File: src/rtl/control_contador.sv
// control_contador: run sequencer for the up/down modulo counter.
// Drives the counter's enable/direction through a clock-enable prescaler and
// counts terminal-count events until the requested number of wraps is done.
// Optional macro AUTO_REVERSE_EN: after the first leg, turn around once (GIRO)
// and run a second leg of the same length in the opposite direction.
module control_contador #(
   parameter int NUM_W = 4,
   parameter int PRESC = 1
) (
   input  logic             iCLOCK,
   input  logic             iRESET,
   input  logic             iSTART,
   input  logic             iDIR,
   input  logic [NUM_W-1:0] iNUM,
   input  logic             iPAUSE,
   input  logic             iABORT,
   input  logic             iTC,
   output logic             oENABLE,
   output logic             oUP_DOWN,
   output logic             oBUSY,
   output logic             oDONE,
   output logic [NUM_W-1:0] oREMAIN
);
   typedef enum logic [1:0] {
      IDLE,
      RUN,
`ifdef AUTO_REVERSE_EN
      GIRO,
`endif
      FIN
   } state_t;

   localparam logic [7:0] PMAX = 8'(PRESC - 1);

   state_t           state_q, state_d;
   logic [7:0]       presc_q, presc_d;
   logic [NUM_W-1:0] remain_q, remain_d;
   logic             dir_q, dir_d;
`ifdef AUTO_REVERSE_EN
   logic [NUM_W-1:0] num_q, num_d;
   logic             leg2_q, leg2_d;
`endif
   logic             tc_ev, last_ev;

   assign oENABLE  = (state_q == RUN) && !iPAUSE && (presc_q == PMAX);
   assign tc_ev    = iTC && oENABLE;
   assign last_ev  = tc_ev && (remain_q == NUM_W'(1));
   assign oUP_DOWN = dir_q;
   assign oBUSY    = state_q != IDLE;
   assign oDONE    = state_q == FIN;
   assign oREMAIN  = remain_q;

   // next-state: start acceptance, prescaling, TC accounting, abort and turnaround
   always_comb begin
      state_d  = state_q;
      presc_d  = presc_q;
      remain_d = remain_q;
      dir_d    = dir_q;
`ifdef AUTO_REVERSE_EN
      num_d    = num_q;
      leg2_d   = leg2_q;
`endif
      case (state_q)
         IDLE: if (iSTART && iNUM != '0) begin
            state_d  = RUN;
            dir_d    = iDIR;
            remain_d = iNUM;
            presc_d  = '0;
`ifdef AUTO_REVERSE_EN
            num_d    = iNUM;
            leg2_d   = 1'b0;
`endif
         end
         RUN: if (iABORT) begin
            state_d  = IDLE;
            remain_d = '0;
         end else begin
            if (!iPAUSE) presc_d = (presc_q == PMAX) ? '0 : presc_q + 8'd1;
            if (tc_ev) remain_d = remain_q - NUM_W'(1);
`ifdef AUTO_REVERSE_EN
            // direction flips as the first leg ends, while the enable drops
            if (last_ev) begin
               state_d = leg2_q ? FIN : GIRO;
               dir_d   = leg2_q ? dir_q : !dir_q;
            end
`else
            if (last_ev) state_d = FIN;
`endif
         end
`ifdef AUTO_REVERSE_EN
         GIRO: if (iABORT) begin
            state_d  = IDLE;
            remain_d = '0;
         end else begin
            state_d  = RUN;
            remain_d = num_q;
            presc_d  = '0;
            leg2_d   = 1'b1;
         end
`endif
         FIN: state_d = IDLE;
         default: state_d = IDLE;
      endcase
   end

   // state register with asynchronous reset to the idle/up/cleared condition
   always_ff @(posedge iCLOCK or posedge iRESET) begin
      if (iRESET) begin
         state_q  <= IDLE;
         presc_q  <= '0;
         remain_q <= '0;
         dir_q    <= 1'b1;
`ifdef AUTO_REVERSE_EN
         num_q    <= '0;
         leg2_q   <= 1'b0;
`endif
      end else begin
         state_q  <= state_d;
         presc_q  <= presc_d;
         remain_q <= remain_d;
         dir_q    <= dir_d;
`ifdef AUTO_REVERSE_EN
         num_q    <= num_d;
         leg2_q   <= leg2_d;
`endif
      end
   end
endmodule

File: config.mk
export PLATFORM = sky130hd
export DESIGN_NAME = control_contador
export DESIGN_NICKNAME = d
export VERILOG_FILES = /design/src/rtl/control_contador.sv
export SDC_FILE = /design/constraint.sdc
export NUM_CORES = 1
export LEC_CHECK = 0
export ABC_AREA = 0
export CAP_MARGIN = 0
export CORE_UTILIZATION = 50
export CTS_CLUSTER_SIZE = 16
export DETAILED_ROUTE_END_ITERATION = 8
export PLACE_DENSITY = 0.75
export SYNTH_ARGS = -nofsm -noshare
export SYNTH_HDL_FRONTEND = slang
export SYNTH_SLANG_ARGS = --single-unit
File: constraint.sdc
create_clock -name iCLOCK -period 3.03 [get_ports iCLOCK]
set_input_delay 0.909 -clock iCLOCK [delete_from_list [all_inputs] [get_ports iCLOCK]]
set_output_delay 0.909 -clock iCLOCK [all_outputs]
set_load 0.01 [all_outputs]
# Word level (Yosys, flattened, before mapping)
# Cells that the tools add are included.
[totals] input_bits=11 out_inout_bits=8 ff_bits=15 elab_cells=42
[classes] eq_ne=8 reduce_logical=15 n_mux=13 n_addsub=2
[op_table] op="8-bit 2-to-1 mux" n=4
[op_table] op="8-bit case mux with 2 select lines" n=1
[op_table] op="4-bit 2-to-1 mux" n=3
[op_table] op="8-bit by 1-bit adder with 8-bit output, second input constant" n=1
[op_table] op="8-bit zero test" n=1
[op_table] op="4-bit case mux with 2 select lines" n=1
[op_table] op="2-bit 2-to-1 mux" n=3
[op_table] op="2-bit inequality test, second input constant" n=3
[op_table] op="3-bit inequality test, second input constant" n=2
[op_table] op="1-bit logical AND" n=5
[op_table] op="4-bit by 1-bit equality test with 1-bit output, second input constant" n=1
[op_table] op="2-bit case mux with 2 select lines" n=1
[op_table] op="2-bit AND reduction" n=2
[op_table] op="4-bit AND reduction" n=1
[op_table] op="2-bit nonzero test" n=2
[op_table] op="4-bit nonzero test" n=1
[op_table] op="4-bit by 1-bit subtractor with 4-bit output, second input constant" n=1
[op_table] op="3-bit AND reduction" n=1
[op_table] op="2-bit by 1-bit equality test with 1-bit output, second input constant" n=1
[op_table] op="2-bit equality test, second input constant" n=1
[op_table] op="2-bit zero test" n=1
[op_table] op="1-bit zero test" n=1

# Logic depth before layout (Yosys ltp)
# Gate-level depths: netlist (run 1).
[depth] ltp_word=8 ltp_mapped=6 mapped_depth_nobuf=6

# Worst setup path before layout (run 1)
# No wires, ideal clock.
[synth_path] path_kind="flip-flop to output port" start="reg presc_q[0]" end="out oENABLE" slack_ns=0.840 required_time_ns=2.121 stages_incl_launch_ff=6 n_path_buf=0 arrival_time_ns=1.281 path_cell_list="dfrtp_1 -> inv_1 -> ha_1 -> nor4b_4 -> nand2_1 -> nor3_1"
[synth_between] elab_chain_cells=2
[synth_lines] item="start, declared" line_no="36" text="logic [7:0] presc_q, presc_d;"
[synth_lines] item="start signal, assigned" line_no="119" text="presc_q <= presc_d;"
[synth_lines] item="8-bit zero test" line_no="45" text="assign oENABLE = (state_q == RUN) && !iPAUSE && (presc_q == PMAX);"
[synth_lines] item="1-bit logical AND" line_no="45"
[synth_lines] item="end, declared" line_no="18" text="output logic oENABLE,"
# No other way between the ends.

# Final worst setup path (run 1)
[layout_path] start="in iPAUSE" end="out oENABLE"
[layout_between] elab_chain_cells=3
[layout_lines] item="start, declared" line_no="15" text="input logic iPAUSE,"
[layout_lines] item="1-bit zero test"
[layout_lines] item="1-bit logical AND (2 in series)" line_no="45"
# No other way between the ends.

==> flow_summary.toml, run 1 <==
[sta]
fin_crit_sh_pct = 86.01
relSlewSlack_pct = 60.84
period_needed_ns = 2.606
tightestPinTransition_ns = 0.5868
fmax_mhz = 383.7
rsz0062_at_grt = "no"
fin_skew_ns = 0.008496
hold_viol = 0
setup_viol_count_final = 0
setup_tns_ns = 0
slew_viol_final = 0
timing.final.ws_setup_ns = 0.4238

[power]
p_comb_share_pct = 41.1
ir_drop_v = 0.0003852
p_int_w = 0.0004310
clock_power_share_pct = 17.9
power.leakage_nw = 0.5279
total_power_w = 0.0006761
pwr_density_cell_nw_per_um2 = 560.5
seq_power_share_pct = 41.1
power.switching_w = 0.0002451
p_sw_share_pct = 36.25

[final_layout]
register_area_um2 = 376.6
drive_gt1_share_pct = 9.375
multi_input_area_um2 = 544.3
nFillCells = 152
nNetsFinal = 144
antenna_cells_inserted = 0
synthToLayoutAreaGrowth_pct = 27.01
layout_common_cells = "clkdlybuf4s50_1 (17), dfrtp_1 (14), nand2_1 (11), o21ai_0 (11), inv_1 (8)"
final_common_cell = "clkdlybuf4s50_1"
layout.cells.non_filler = 153

[clock_tree]
clkTransAtPathRegs_ns = 0.10
cts_max_path_buffers = 2
numClockSinks = 15
cts_max_level = 1
clockRootBuffer = "clkbuf_4"
tritoncts = "built"
insertion_delay_ns = 0.29
cts_buffers = 3

[synthesis]
synth_mux_area_share_pct = 1.186
synth_flop_cell = "dfrtp_1"
synth_enable_flop_cells = 0
synth-compound-area-share_pct = 23.06
synth-xor-area-share_pct = 0
synth-simple-area-share_pct = 27.14
synth_top_family_by_area = "simple AND/OR/NAND/NOR gates"
synth_cells = 105
ys_warn_count = 0
syn_nets = 120
syn-cell-area_um2 = 949.7
async_reset_ff_share_pct = 100.0
avgSynthCellArea_um2 = 9.044
synth_cell_types = 41
synthAdderAreaFrac_pct = 5.270
ys_ff_latch = 15
seq_area_frac_synth_pct = 39.66

[floorplan]
die-area_um2 = 2078
rows = 15
fp.dieW_um = 45.58
core_um2 = 1745
io-pin-count = 19
die_h_um = 45.58
start_util_pct = 54.41

[detailed_routing]
drtPass1Iterations = 4
viasPerCell = 5.686
drtAntennaViolNets = 0
drtIter0Drc = 23
drc = 0
routed_wl_um = 2120
drt-wirelength-per-cell_um = 13.86
vias = 870

[grt]
grt_max_degree = 16
grt_overflow = 0
grt_pass1_vias = 801
grt_pass1_wl_um = 3484
antenna_found_initial = 0
grtUsageTotal_pct = 23.49

[min_path]
holdPathStages = 1
hold_path_end = "presc_q[0]$_DFFE_PP0P_"
hold_start = "presc_q[0]$_DFFE_PP0P_"
hold_path_class = "reg2reg"

[critical_path]
critical_path_class = "in2out"
critPathCaptureType = "primary output"
crit_arrival_ns = 1.70
worstPathRequired_ns = 2.12
cp-start-kind = "input port"
reg2reg_depth = 7
r2r_start = "presc_q[0]$_DFFE_PP0P_"
r2r_end = "state_q[0]$_DFFE_PP0P_"
crit_path_max_fanout = 2
r2r_slack_ns = 1.21

[placement]
dp_hpwl_um = 1606
place_inst = 148
pre_cts_ws_ns = 0.04195
routabilityCongestion = 0.8581
io_buffer_count = 18

[job]
max_cap_viol_count = 0

[run_status]
status = "finished clean"
-- timing repair --
action,in CTS,in global routing
endpoints found under the setup margin,1,1
hold buffers,0,0
buffers inserted,1,0
resized for setup,0,2
endpoints found under the hold margin,0,0
-- registers in the layout (all words and copies together), names as in the netlist --
| register | count |
|---|---|
| presc_q | 8 |
| oUP_DOWN | 1 |
| state_q | 2 |
| oREMAIN | 4 |
-- critical path, cell delays in order --
cell and delay [ns]:
clkdlybuf4s50_1 0.43, nor3_1 0.18, dlymetal6s2s_1 0.18
-- Yosys cell counts (all sizes together) (2+ instances only) --
library cell / number / area, µm²
a31oi: 2 / 12.51
nor3b: 2 / 15.01
o21a: 2 / 15.01
and3: 3 / 18.77
nand2: 11 / 41.29
inv: 8 / 30.03
a211oi: 2 / 20.02
a21oi: 5 / 25.02
o21ai: 13 / 65.06
nor3: 4 / 25.02
nor2: 2 / 7.510
dfrtp: 14 / 350.3
nor2b: 4 / 25.02
nand3: 6 / 30.03
ha: 4 / 50.05
nor4b: 2 / 32.53
-- logic make-up after synthesis --
group,after synthesis
flip-flops,15
buffers and inverters,9
multiplexers,1
AND/OR/NAND/NOR,43
adder cells (fa/ha/maj),4
AO/OA/AOI/OAI,33
-- area by class of cell --
class,count,area share [%]
multi-input cells,81,45.12
flip-flops and latches,15,31.22
repair buffers,20,16.39
well taps,25,2.593
inverters,8,2.490
clock buffers,4,2.178
-- worst max-delay path by stage --
stage | to | slack [ns] | cells after the start | start
floorplan | oENABLE | 0.84 | 5 | presc_q[0]$_DFFE_PP0P_
global placement | oENABLE | 0.06 | 3 | iPAUSE
detailed placement | oENABLE | 0.04 | 3 | iPAUSE
CTS | oENABLE | 0.03 | 3 | iPAUSE
global route | oENABLE | 0.38 | 3 | iPAUSE
finish | oENABLE | 0.42 | 3 | iPAUSE
-- metal layers --
layer  global-route usage, %  share of wire [%]  vias to the layer above
li1                        -                  -                      430
met1                   29.53                 44                      417
met2                   40.57                 51                       21
met3                   3.968                4.2                        2
met4                   7.273                1.0                        0
met5                       0                  0                        -
-- power groups by stage --
| stage | Sequential, W | Clock [W] | Combinational (W) |
|---|---|---|---|
| final | 0.000278 | 0.000121 | 0.000278 |
| after global routing | 0.000284 | 0.000132 | 0.000307 |
| after CTS | 0.000277 | 0.000120 | 0.000279 |
| after detailed placement | 0.000281 | 0 | 0.000265 |
| after global placement | 0.000280 | 0 | 0.000262 |
| after floorplan | 0.000283 | 0 | 0.000158 |
-- metrics by stage --
stage | util, % | hold slack (ns) | instance area [µm²]
3_5_place_dp | 66.67 | 0.5371 | 1164
4_1_cts | 68.60 | 0.5479 | 1197
6_report | 69.10 | 0.5454 | 1206
5_1_grt | 69.10 | 0.5962 | 1206
3_3_place_gp | 66.67 | 0.5191 | 1164
2_1_floorplan | - | 0.4823 | 949.7
Note: power is estimated with default switching activity, not from simulation.
==> inputs of run 2 (changes only) <==
--- a/config.mk
+++ b/config.mk
@@ -6,11 +6,11 @@
 export NUM_CORES = 1
 export LEC_CHECK = 0
 export ABC_AREA = 0
-export CAP_MARGIN = 0
-export CORE_UTILIZATION = 50
+export CAP_MARGIN = 15
+export CORE_UTILIZATION = 30
 export CTS_CLUSTER_SIZE = 16
 export DETAILED_ROUTE_END_ITERATION = 8
-export PLACE_DENSITY = 0.75
+export PLACE_DENSITY = 0.48
 export SYNTH_ARGS = -nofsm -noshare
 export SYNTH_HDL_FRONTEND = slang
 export SYNTH_SLANG_ARGS = --single-unit
==> flow_summary.toml, run 2 (synthesized netlist as in run 1, its figures left out) <==
[sta]
relSlewSlack_pct = 59.71
slew_viol_final = 0
fin_skew_ns = 0.001946
period_needed_ns = 2.592
tightestPinTransition_ns = 0.6037
fin_crit_sh_pct = 85.55
setup_viol_count_final = 0
setup_tns_ns = 0
rsz0062_at_grt = "no"
hold_viol = 0
timing.final.ws_setup_ns = 0.4377
fmax_mhz = 385.8

[critical_path]
critical_path_class = "in2out"
worstPathRequired_ns = 2.12
critPathBufInv = 2
reg2reg_depth = 7
critPathSlowestCell = "clkdlybuf4s50_1"
critPathCaptureType = "primary output"
r2r_end = "state_q[0]$_DFFE_PP0P_"
cp-start-kind = "input port"
crit_path_max_fanout = 2
path_cells = "clkdlybuf4s50_1 > nor3_1 > dlymetal6s2s_1"
r2r_slack_ns = 1.18
slowest_delay_ns = 0.42
crit_arrival_ns = 1.68
critPathTopFamily = "buffers and inverters"
r2r_start = "presc_q[0]$_DFFE_PP0P_"

[placement]
io_buffer_count = 18
dp_hpwl_um = 1746
pre_cts_ws_ns = 0.02686
routabilityCongestion = 0.8276

[final_layout]
largest_register_ffs = 8
final_common_cell = "clkdlybuf4s50_1"
nNetsFinal = 146
layout_common_cells = "clkdlybuf4s50_1 (17), dfrtp_1 (14), nand2_1 (11), o21ai_0 (11), inv_1 (8)"
drive_gt1_share_pct = 10.77
antenna_cells_inserted = 0
register_area_um2 = 376.6
synthToLayoutAreaGrowth_pct = 30.43
nFillCells = 308
multi_input_area_um2 = 538.0
largest-register = "presc_q"

[detailed_routing]
drtAntennaViolNets = 0
drc = 0
routed_wl_um = 2347
drtPass1Iterations = 4
drtIter0Drc = 38
viasPerCell = 4.948
drt-wirelength-per-cell_um = 13.49
vias = 861

[grt]
grt_pass1_vias = 866
grt_overflow = 0
grtUsageTotal_pct = 15.50
antenna_found_initial = 0
grt_pass1_wl_um = 4002
grt_max_degree = 16

[power]
p_int_w = 0.0004324
p_sw_share_pct = 36.35
seq_power_share_pct = 41.0
power.switching_w = 0.0002470
p_comb_share_pct = 41.5
pwr_density_cell_nw_per_um2 = 548.5
clock_power_share_pct = 17.4
ir_drop_v = 0.0002251
power.leakage_nw = 0.5329

[min_path]
hold_start = "presc_q[0]$_DFFE_PP0P_"
hold_path_class = "reg2reg"
hold_path_end = "presc_q[0]$_DFFE_PP0P_"
holdPathStages = 1

[floorplan]
die_h_um = 58.27
io-pin-count = 19
die-area_um2 = 3395
fp.dieW_um = 58.27
start_util_pct = 31.36
rows = 20
core_um2 = 3028

[clock_tree]
tritoncts = "built"
numClockSinks = 15
insertion_delay_ns = 0.28
cts_max_path_buffers = 2
cts_buffers = 3
cts_max_level = 1
clockRootBuffer = "clkbuf_4"
cts_hold_buffers = 0
clkTransAtPathRegs_ns = 0.09

[run_status]
status = "finished clean"

[job]
max_cap_viol_count = 0
## run 2: how the worst max path moves through the flow
stage | cells after the start | end | from | slack, ns
global route | 3 | oENABLE | iPAUSE | 0.40
finish | 3 | oENABLE | iPAUSE | 0.44
detailed placement | 3 | oENABLE | iPAUSE | 0.03
global placement | 3 | oENABLE | iPAUSE | 0.05
floorplan | 5 | oENABLE | presc_q[0]$_DFFE_PP0P_ | 0.84
CTS | 3 | oENABLE | iPAUSE | 0.03
## run 2: cell type report
class,count,area share [%]
timing repair buffer,22,17.17
multi-input combinational,81,43.43
sequential,15,30.40
inverter,8,2.424
clock buffer,4,2.121
tap,44,4.444
## run 2: worst register-to-register path: stages (launching register included)
cell	delay, ns
dfrtp_1	0.42
inv_1	0.07
ha_1	0.14
nor4b_4	0.23
buf_4	0.19
nand3_1	0.12
nor4b_1	0.44
o21ai_0	0.12
## run 2: metrics by stage
stage	instance area [µm²]	util (%)	cells	hold slack (ns)	power, W
6_report	1239	40.91	174	0.5397	0.0006794
5_1_grt	1239	40.91	174	0.5639	0.0007308
4_1_cts	1236	40.83	174	0.5463	0.0006863
3_5_place_dp	1202	39.71	169	0.5314	0.0005526
3_3_place_gp	1202	39.71	169	0.5328	0.0005531
2_1_floorplan	949.7	-	105	0.4823	0.0004410
## run 2: power by group through the flow
| stage | clock network, W | logic (W) | registers (W) |
|---|---|---|---|
| 2_1_floorplan | 0 | 0.000158 | 0.000283 |
| 3_3_place_gp | 0 | 0.000270 | 0.000283 |
| 3_5_place_dp | 0 | 0.000270 | 0.000283 |
| 4_1_cts | 0.000124 | 0.000284 | 0.000278 |
| 5_1_grt | 0.000130 | 0.000315 | 0.000285 |
| 6_report | 0.000118 | 0.000282 | 0.000279 |
## run 2: layer usage
layer	GRT usage [%]	up-vias	wire, µm
met5	0	-	0
met4	3.401	0	20
met3	4.241	2	73
met2	26.27	16	1131
met1	19.69	409	1122
li1	-	434	-
## run 2: repair_timing
action                                 CTS  global route
endpoints found under the hold margin    0             0
setup buffers                            1             0
resized for setup                        0             1
gates cloned                             0             0
setup endpoints to repair                1             1
pin swaps                                0             0
